`src/rtl/nbody_pkg.sv`:
```
// Shared definitions for the n-body pipeline: data width, acceleration-stage
// latency, sequencer states and the per-pair tag carried alongside results.
package nbody_pkg;

  localparam int DATA_W = 64;

  // 1 input reg + 20 sub + 11 mult + 20 add + 27 invsqrt + 4x11 mult
  localparam int ACCL_PIPE_LAT = 1 + 20 + 11 + 20 + 27 + 4 * 11;

  localparam int NB_N_MAX = 64;
  localparam int NB_IDX_W = $clog2(NB_N_MAX);

  typedef enum logic [1:0] {
    ST_IDLE  = 2'd0,
    ST_RUN   = 2'd1,
    ST_DRAIN = 2'd2
  } seq_state_t;

  typedef struct packed {
    logic                valid;
    logic [NB_IDX_W-1:0] idx;
    logic                first;
    logic                last;
  } pair_tag_t;

endpackage

```
`src/rtl/pair_sequencer_tag_delay.sv`:
```
// Fixed-depth, never-stalled shift register for pair tags; every stage is
// cleared by the synchronous active-low reset.
module tag_delay
  import nbody_pkg::*;
#(
  parameter int DEPTH = ACCL_PIPE_LAT
) (
  input  logic      clk,
  input  logic      rst,
  input  pair_tag_t tag_in,
  output pair_tag_t tag_out
);

  generate
    for (genvar gi = 0; gi < DEPTH; gi++) begin : g_stage
      pair_tag_t q_reg;
      if (gi == 0) begin : g_head
        always_ff @(posedge clk) begin
          if (!rst) q_reg <= '0;
          else      q_reg <= tag_in;
        end
      end else begin : g_body
        always_ff @(posedge clk) begin
          if (!rst) q_reg <= '0;
          else      q_reg <= g_stage[gi-1].q_reg;
        end
      end
    end
  endgenerate

  assign tag_out = g_stage[DEPTH-1].q_reg;

endmodule

```
`src/rtl/pair_sequencer.sv`:
```
// Walks all ordered (i, j) body pairs, fetches both bodies from RAM and issues
// one operand set per cycle, with a tag delayed to line up with the results.
module pair_sequencer
  import nbody_pkg::*;
#(
  parameter int N_MAX    = NB_N_MAX,
  parameter int IDX_W    = $clog2(N_MAX),
  parameter int PIPE_LAT = ACCL_PIPE_LAT
) (
  input  logic              clk,
  input  logic              rst,
  input  logic              start,
  input  logic [IDX_W:0]    n_bodies,
  input  logic              hold,
  output logic              busy,
  output logic              done,
  output logic [IDX_W-1:0]  rd_addr_i,
  input  logic [DATA_W-1:0] rd_x_i,
  input  logic [DATA_W-1:0] rd_y_i,
  output logic [IDX_W-1:0]  rd_addr_j,
  input  logic [DATA_W-1:0] rd_x_j,
  input  logic [DATA_W-1:0] rd_y_j,
  input  logic [DATA_W-1:0] rd_m_j,
  output logic [DATA_W-1:0] x1,
  output logic [DATA_W-1:0] y1,
  output logic [DATA_W-1:0] x2,
  output logic [DATA_W-1:0] y2,
  output logic [DATA_W-1:0] m2,
  output logic              issue_valid,
  output logic              out_valid,
  output logic [IDX_W-1:0]  out_i,
  output logic              out_first,
  output logic              out_last
);

  seq_state_t        state_reg, state_next;
  logic [IDX_W-1:0]  i_reg, i_next;
  logic [IDX_W-1:0]  j_reg, j_next;
  logic [IDX_W:0]    n_reg, n_next;
  logic              done_next;

  pair_tag_t         s1_tag_reg, s1_tag_next;
  pair_tag_t         issue_tag_reg;
  pair_tag_t         out_tag;
  logic [DATA_W-1:0] x1_reg, y1_reg, x2_reg, y2_reg, m2_reg;

  logic              addr_valid;
  logic              j_last, i_last;
  logic [IDX_W:0]    n_clamped;
  logic              tag_hit;

  assign n_clamped  = (n_bodies > (IDX_W+1)'(N_MAX)) ? (IDX_W+1)'(N_MAX) : n_bodies;
  assign j_last     = ({1'b0, j_reg} == n_reg - 1'b1);
  assign i_last     = ({1'b0, i_reg} == n_reg - 1'b1);
  assign addr_valid = (state_reg == ST_RUN) && !hold;
  assign tag_hit    = out_tag.valid && out_tag.last &&
                      ((IDX_W+1)'(out_tag.idx) == n_reg - 1'b1);

  always_comb begin
    state_next = state_reg;
    i_next     = i_reg;
    j_next     = j_reg;
    n_next     = n_reg;
    done_next  = 1'b0;
    case (state_reg)
      ST_IDLE: begin
        if (start) begin
          n_next     = n_clamped;
          i_next     = '0;
          j_next     = '0;
          // An empty run skips straight to the completion check.
          state_next = (n_clamped == '0) ? ST_DRAIN : ST_RUN;
        end
      end
      ST_RUN: begin
        if (!hold) begin
          if (j_last) begin
            j_next = '0;
            if (i_last) begin
              i_next     = '0;
              state_next = ST_DRAIN;
            end else begin
              i_next = i_reg + 1'b1;
            end
          end else begin
            j_next = j_reg + 1'b1;
          end
        end
      end
      ST_DRAIN: begin
        if ((n_reg == '0) || tag_hit) begin
          done_next  = 1'b1;
          state_next = ST_IDLE;
        end
      end
      default: state_next = ST_IDLE;
    endcase
  end

  always_comb begin
    s1_tag_next = '0;
    if (addr_valid) begin
      s1_tag_next.valid = 1'b1;
      s1_tag_next.idx   = NB_IDX_W'(i_reg);
      s1_tag_next.first = (j_reg == '0);
      s1_tag_next.last  = j_last;
    end
  end

  always_ff @(posedge clk) begin
    if (!rst) begin
      state_reg     <= ST_IDLE;
      i_reg         <= '0;
      j_reg         <= '0;
      n_reg         <= '0;
      s1_tag_reg    <= '0;
      issue_tag_reg <= '0;
      x1_reg        <= '0;
      y1_reg        <= '0;
      x2_reg        <= '0;
      y2_reg        <= '0;
      m2_reg        <= '0;
    end else begin
      state_reg     <= state_next;
      i_reg         <= i_next;
      j_reg         <= j_next;
      n_reg         <= n_next;
      s1_tag_reg    <= s1_tag_next;
      issue_tag_reg <= s1_tag_reg;
      // Bubbles present zero operands: a massless self-pair downstream.
      x1_reg        <= s1_tag_reg.valid ? rd_x_i : '0;
      y1_reg        <= s1_tag_reg.valid ? rd_y_i : '0;
      x2_reg        <= s1_tag_reg.valid ? rd_x_j : '0;
      y2_reg        <= s1_tag_reg.valid ? rd_y_j : '0;
      m2_reg        <= s1_tag_reg.valid ? rd_m_j : '0;
    end
  end

  tag_delay #(
    .DEPTH (PIPE_LAT)
  ) u_tag_delay (
    .clk     (clk),
    .rst     (rst),
    .tag_in  (issue_tag_reg),
    .tag_out (out_tag)
  );

  assign busy        = (state_reg != ST_IDLE);
  assign done        = done_next;
  assign rd_addr_i   = i_reg;
  assign rd_addr_j   = j_reg;
  assign x1          = x1_reg;
  assign y1          = y1_reg;
  assign x2          = x2_reg;
  assign y2          = y2_reg;
  assign m2          = m2_reg;
  assign issue_valid = issue_tag_reg.valid;
  assign out_valid   = out_tag.valid;
  assign out_i       = IDX_W'(out_tag.idx);
  assign out_first   = out_tag.first;
  assign out_last    = out_tag.last;

endmodule

```
`config.mk`:
```
export PLATFORM = sky130hd
export DESIGN_NAME = pair_sequencer
export DESIGN_NICKNAME = d
export VERILOG_FILES = /design/src/rtl/nbody_pkg.sv /design/src/rtl/pair_sequencer_tag_delay.sv /design/src/rtl/pair_sequencer.sv
export SDC_FILE = /design/constraint.sdc
export NUM_CORES = 2
export LEC_CHECK = 0
export ABC_AREA = 1
export ABC_CLOCK_PERIOD_IN_PS = 2200
export CAP_MARGIN = 25
export CELL_PAD_IN_SITES_DETAIL_PLACEMENT = 0
export CELL_PAD_IN_SITES_GLOBAL_PLACEMENT = 1
export CORE_MARGIN = 4
export CORE_UTILIZATION = 42
export DETAILED_ROUTE_END_ITERATION = 6
export DONT_BUFFER_PORTS = 1
export PLACE_DENSITY_LB_ADDON = 0.1
export SYNTH_ARGS = -nofsm -noshare
export SYNTH_HDL_FRONTEND = slang
export SYNTH_SLANG_ARGS = --single-unit
export TNS_END_PERCENT = 5
```
`constraint.sdc`:
```
create_clock -name clk -period 2.2 [get_ports clk]
set_clock_uncertainty 0.2 [all_clocks]
set_input_delay 0.44 -clock clk [delete_from_list [all_inputs] [get_ports clk]]
set_output_delay 0.44 -clock clk [all_outputs]
set_load 0.03 [all_outputs]
```
==> impl_metrics.ini, run 1 <==
[placed_design]
gp_congestion = 1.01
dp_hpwl_um = 82100
io_buffers = 0

[yosys]
synth_nets = 5071
async_reset_ff_share_pct = 0
synth_compound_gate_area_share_pct = 0.352
synthXorXnorAreaFrac_pct = 0.188
synth_seq_cells = 1466
syn_area_mm2 = 0.0420
synth_fa_ha_area_share_pct = 0.149
postSynthAreaPerCell_um2 = 8.86
synth_top_family_by_area = simple AND/OR/NAND/NOR gates
synth_seq_area_share_pct = 69.9
synth_simple_gate_area_share_pct = 14.7
yosys_warnings = 0
synth_top_area_share_pct = 69.9
synthFlopType = dfxtp_1
muxShareOfSynthArea_pct = 0
yosys-top-cells-area = dfxtp_1, inv_1, nand2_1
postSynthCellCount = 4735
synth_edf_count = 0
synth_top_cell_by_area = dfxtp_1
synth_cell_types = 39

[run_status]
stop_error = [ERROR RSZ-0060] Max buffer count reached.
run_status = stopped before the end
lastStage = clock tree synthesis

[clock_network]
cts_sinks = 1466
postCtsHoldBufs = 1237
cts_setup_buffers = 3
h-tree-depth = 4
clockBufferDepth = 3
cts_made_buffers = 148
cts_root_buffer = clkbuf_16
ctsResizeCount = 7

[die]
die_w_um = 324
num_rows = 115
initial_core_util_pct = 42.5
io_pins = 675
die_h_um = 324
-- cells by family after synthesis --
kind of cell,count (synthesis)
buf+inv,1637
fa+ha+maj,5
flops,1466
xor+xnor,9
compound gates,22
simple gates,1596
-- cell usage after synthesis (3+ instances only) --
cell,count
a211oi_1,3
a21oi_1,8
a22oi_1,3
buf_1,3
clkbuf_1,155
dfxtp_1,1466
ha_1,5
inv_1,1470
inv_2,3
nand2_1,1178
nand3_1,27
nand3b_1,3
nand4_1,7
nor2_1,358
nor2_2,3
nor3_1,5
nor4_1,3
xor2_1,7
-- stage by stage --
step / area (um2) / instances / TNS (ns) / worst slack (ns) / util (%)
floorplan: 42000 / 4735 / 0 / 0.0124 / -
global placement: 43500 / 5916 / -0.339 / -0.171 / 44.0
detailed placement: 43500 / 5916 / -0.293 / -0.163 / 44.0
==> inputs of run 2 (changes only) <==
ABC_CLOCK_PERIOD_IN_PS = 2900   (was 2200)
CELL_PAD_IN_SITES_DETAIL_PLACEMENT = default   (was 0)
CELL_PAD_IN_SITES_GLOBAL_PLACEMENT = default   (was 1)
CORE_UTILIZATION = 40   (was 42)
PLACE_DENSITY_LB_ADDON = 0.15   (was 0.1)
clock period = 2.9 ns   (was 2.2 ns; I/O delays follow)
==> run 2 against run 1 <==
Against the previous run:
- the flow now finishes, with violations (max-slew violations, negative setup slack)
- synthesized cell count is the same
- area after synthesis is the same
==> impl_metrics.ini, run 2 <==
[run_status]
run_status = finished with violations
violations = max-slew violations, negative setup slack

[yosys]
yosys-top-cells-area = dfxtp_1, inv_1, nand2_1
synth_top_area_share_pct = 69.9
synthFlopType = dfxtp_1
syn_area_mm2 = 0.0420
synth_edf_count = 0
synth_seq_cells = 1466
synth_top_cell_by_area = dfxtp_1
yosys_warnings = 0
async_reset_ff_share_pct = 0
synth_most_common_cell = inv_1
synth_nets = 5071
synth_commonest_cells = inv_1, dfxtp_1, nand2_1
postSynthCellCount = 4735
synth_cell_types = 39
synth_seq_area_share_pct = 69.9
postSynthAreaPerCell_um2 = 8.86

[critical_path]
critical_path_class = input port to register
cp_max_fo = 876
worstPathCellList = nand2_1 > dlygate4sd3_1 > inv_1
critPathLaunchType = input port
crit_buf_inv = 2
critPathMaxStageDelay_ns = 0.70
cp.required_ns = 3.32
cpMaxStageDelayCell = nand2_1
cp.arrival_ns = 3.88
endpoint_kind = register
crit_family = buffers and inverters

[cells_and_area]
largest_reg_flops = 1098
final_area_mm2 = 0.0609
final_common_cell = inv_1
fin_nets = 6312
drive_gt1_share_pct = 5.37
syn_to_final_growth_pct = 45.0
final_cell_mix = inv_1, dfxtp_1, dlygate4sd3_1

[clock_network]
cts_tree = yes
cts_made_buffers = 149
cts_root_buffer = clkbuf_16
h-tree-depth = 4
worstSkewPairLatency_ns = 0.74
cts_sinks = 1466
clk_pin_slew_ns = 0.06
clockBufferDepth = 3

[hold_path]
worstHoldPathType = input port to register

[drt]
routedWlPerCell_um = 17.6
drt_iter0_drc = 1489
drt_wl_total_um = 132000
first_pass_iters = 7
vias = 30700
drc = 0
routed_via_density = 4.10
ant_nets = 0

[global_routing]
gr-total-overflow = 0
grt_pass1_vias = 30700
antenna_found_initial = 26
grt_pass1_wl_um = 195000
grt_max_degree = 877
grt_usage_pct = 23.7

[placed_design]
io_buffers = 0
gp_congestion = 1.07
placed_area_mm2 = 0.0433
dp_hpwl_um = 85700

[timing]
worstMarginPinSlew_ns = 3.96
tns_ns = -102.98
rsz0062_at_grt = true
setup_viol = 375
slew_headroom_pct = -164
slew_viol_final = 662
period_minus_slack_ns = 3.46
post-route-period-util_pct = 119
worst_slack_ns = -0.560
max_freq_mhz = 289
finalHoldViolations = 0

[die]
die-area_mm2 = 0.110
die_h_um = 332
core_mm2 = 0.104
die_w_um = 332
initial_core_util_pct = 40.4
io_pins = 675
num_rows = 118

[pwr]
ir_drop_v = 0.000580
power_density_mw_per_mm2 = 700
leakagePower_nw = 31.9

[flow_run]
maxCapViolations = 0
## run 2: cell counts after synthesis
No cell type changed its count.
## run 2: repair_timing
| item | 4_1_cts | 5_1_grt |
|---|---|---|
| hold buffers | 1213 | 0 |
| cloned | 0 | 0 |
| endpoints found under the setup margin | 1 | 16 |
| pin swaps | 8 | 10 |
| gates resized for setup | 27 | 11 |
| setup buffers | 15 | 2 |
| hold endpoints to repair | 1278 | 0 |
## run 2: routing by layer
layer | track usage [%] | vias to the layer above | share of wire (%)
li1 | - | 15300 | -
met1 | 27.8 | 14400 | 41
met2 | 40.3 | 694 | 48
met3 | 4.93 | 294 | 4.3
met4 | 13.5 | 4 | 6.5
met5 | 0 | - | 0.017
## run 2: worst reg2reg max path, stage by stage, from the launching register on
cell and delay, ns:
dfxtp_2 0.34, inv_2 0.05, ha_4 0.16, buf_6 0.14
nand2_4 0.08, nand2_4 0.05, nand3b_1 0.10, nand2_1 0.07
nor2_2 0.12, nand3_2 0.10, buf_4 0.15, buf_4 0.12
buf_4 0.12, buf_4 0.12, buf_4 0.12, buf_4 0.12
buf_4 0.12, buf_4 0.12, buf_4 0.12, buf_4 0.13
nand3_4 0.07, nand3_4 0.09, nor2_2 0.09, nor2_1 0.04
## run 2: power breakdown
group / switching (W) / leakage, nW / internal (W)
sequential: 0.000722 / 11.8 / 0.0204
clock: 0.00800 / 2.48 / 0.0116
combinational: 0.00114 / 17.7 / 0.000759
total: 0.00986 / 31.9 / 0.0328
## run 2: stage by stage
stage	setup WS [ns]	hold WS (ns)	cells	utilization [%]	power (W)
after floorplan	0.0832	0.190	4735	-	0.0223
after global placement	0.119	0.191	5975	41.7	0.0228
after detailed placement	0.127	0.195	5975	41.7	0.0228
after CTS	-0.234	0.0381	7470	58.6	0.0431
after global routing	-0.294	0.108	7477	58.6	0.0441
final	-0.560	0.128	7478	58.6	0.0426
## run 2: cell families after synthesis
logic type | count (synthesis) | share of synthesized area (%)
adder cells (fa/ha/maj) | 5 | 0.149
buffers and inverters | 1637 | 14.7
AO/OA/AOI/OAI | 22 | 0.352
XOR/XNOR | 9 | 0.188
flip-flops | 1466 | 69.9
AND/OR/NAND/NOR | 1596 | 14.7
## run 2: layout make-up
class                           instances  area [um2]
Antenna cell                            6        15.0
Clock buffer                          210        4310
Clock inverter                         57         795
Fill cell                            8762       42900
Inverter                             1475        5540
Multi-Input combinational cell       1632        6590
Sequential cell                      1466       29400
Tap cell                             1380        1730
Timing Repair Buffer                 1252       12500
## run 2: final timing paths
| check | startpoint | endpoint | slack (ns) | depth (start not counted) |
|---|---|---|---|---|
| worst max-delay path | rst | u_tag_delay.g_stage[11].q_reg[0] | -0.56 | 3 |
| worst min-delay path | start | state_reg[0] | 0.13 | 5 |
| worst max register to register | n_reg[1] | state_reg[0] | -0.13 | 23 |
| worst min register to register | u_tag_delay.g_stage[84].q_reg[6] | u_tag_delay.g_stage[85].q_reg[6] | 0.20 | 2 |
(Power assumes the default switching activity.)
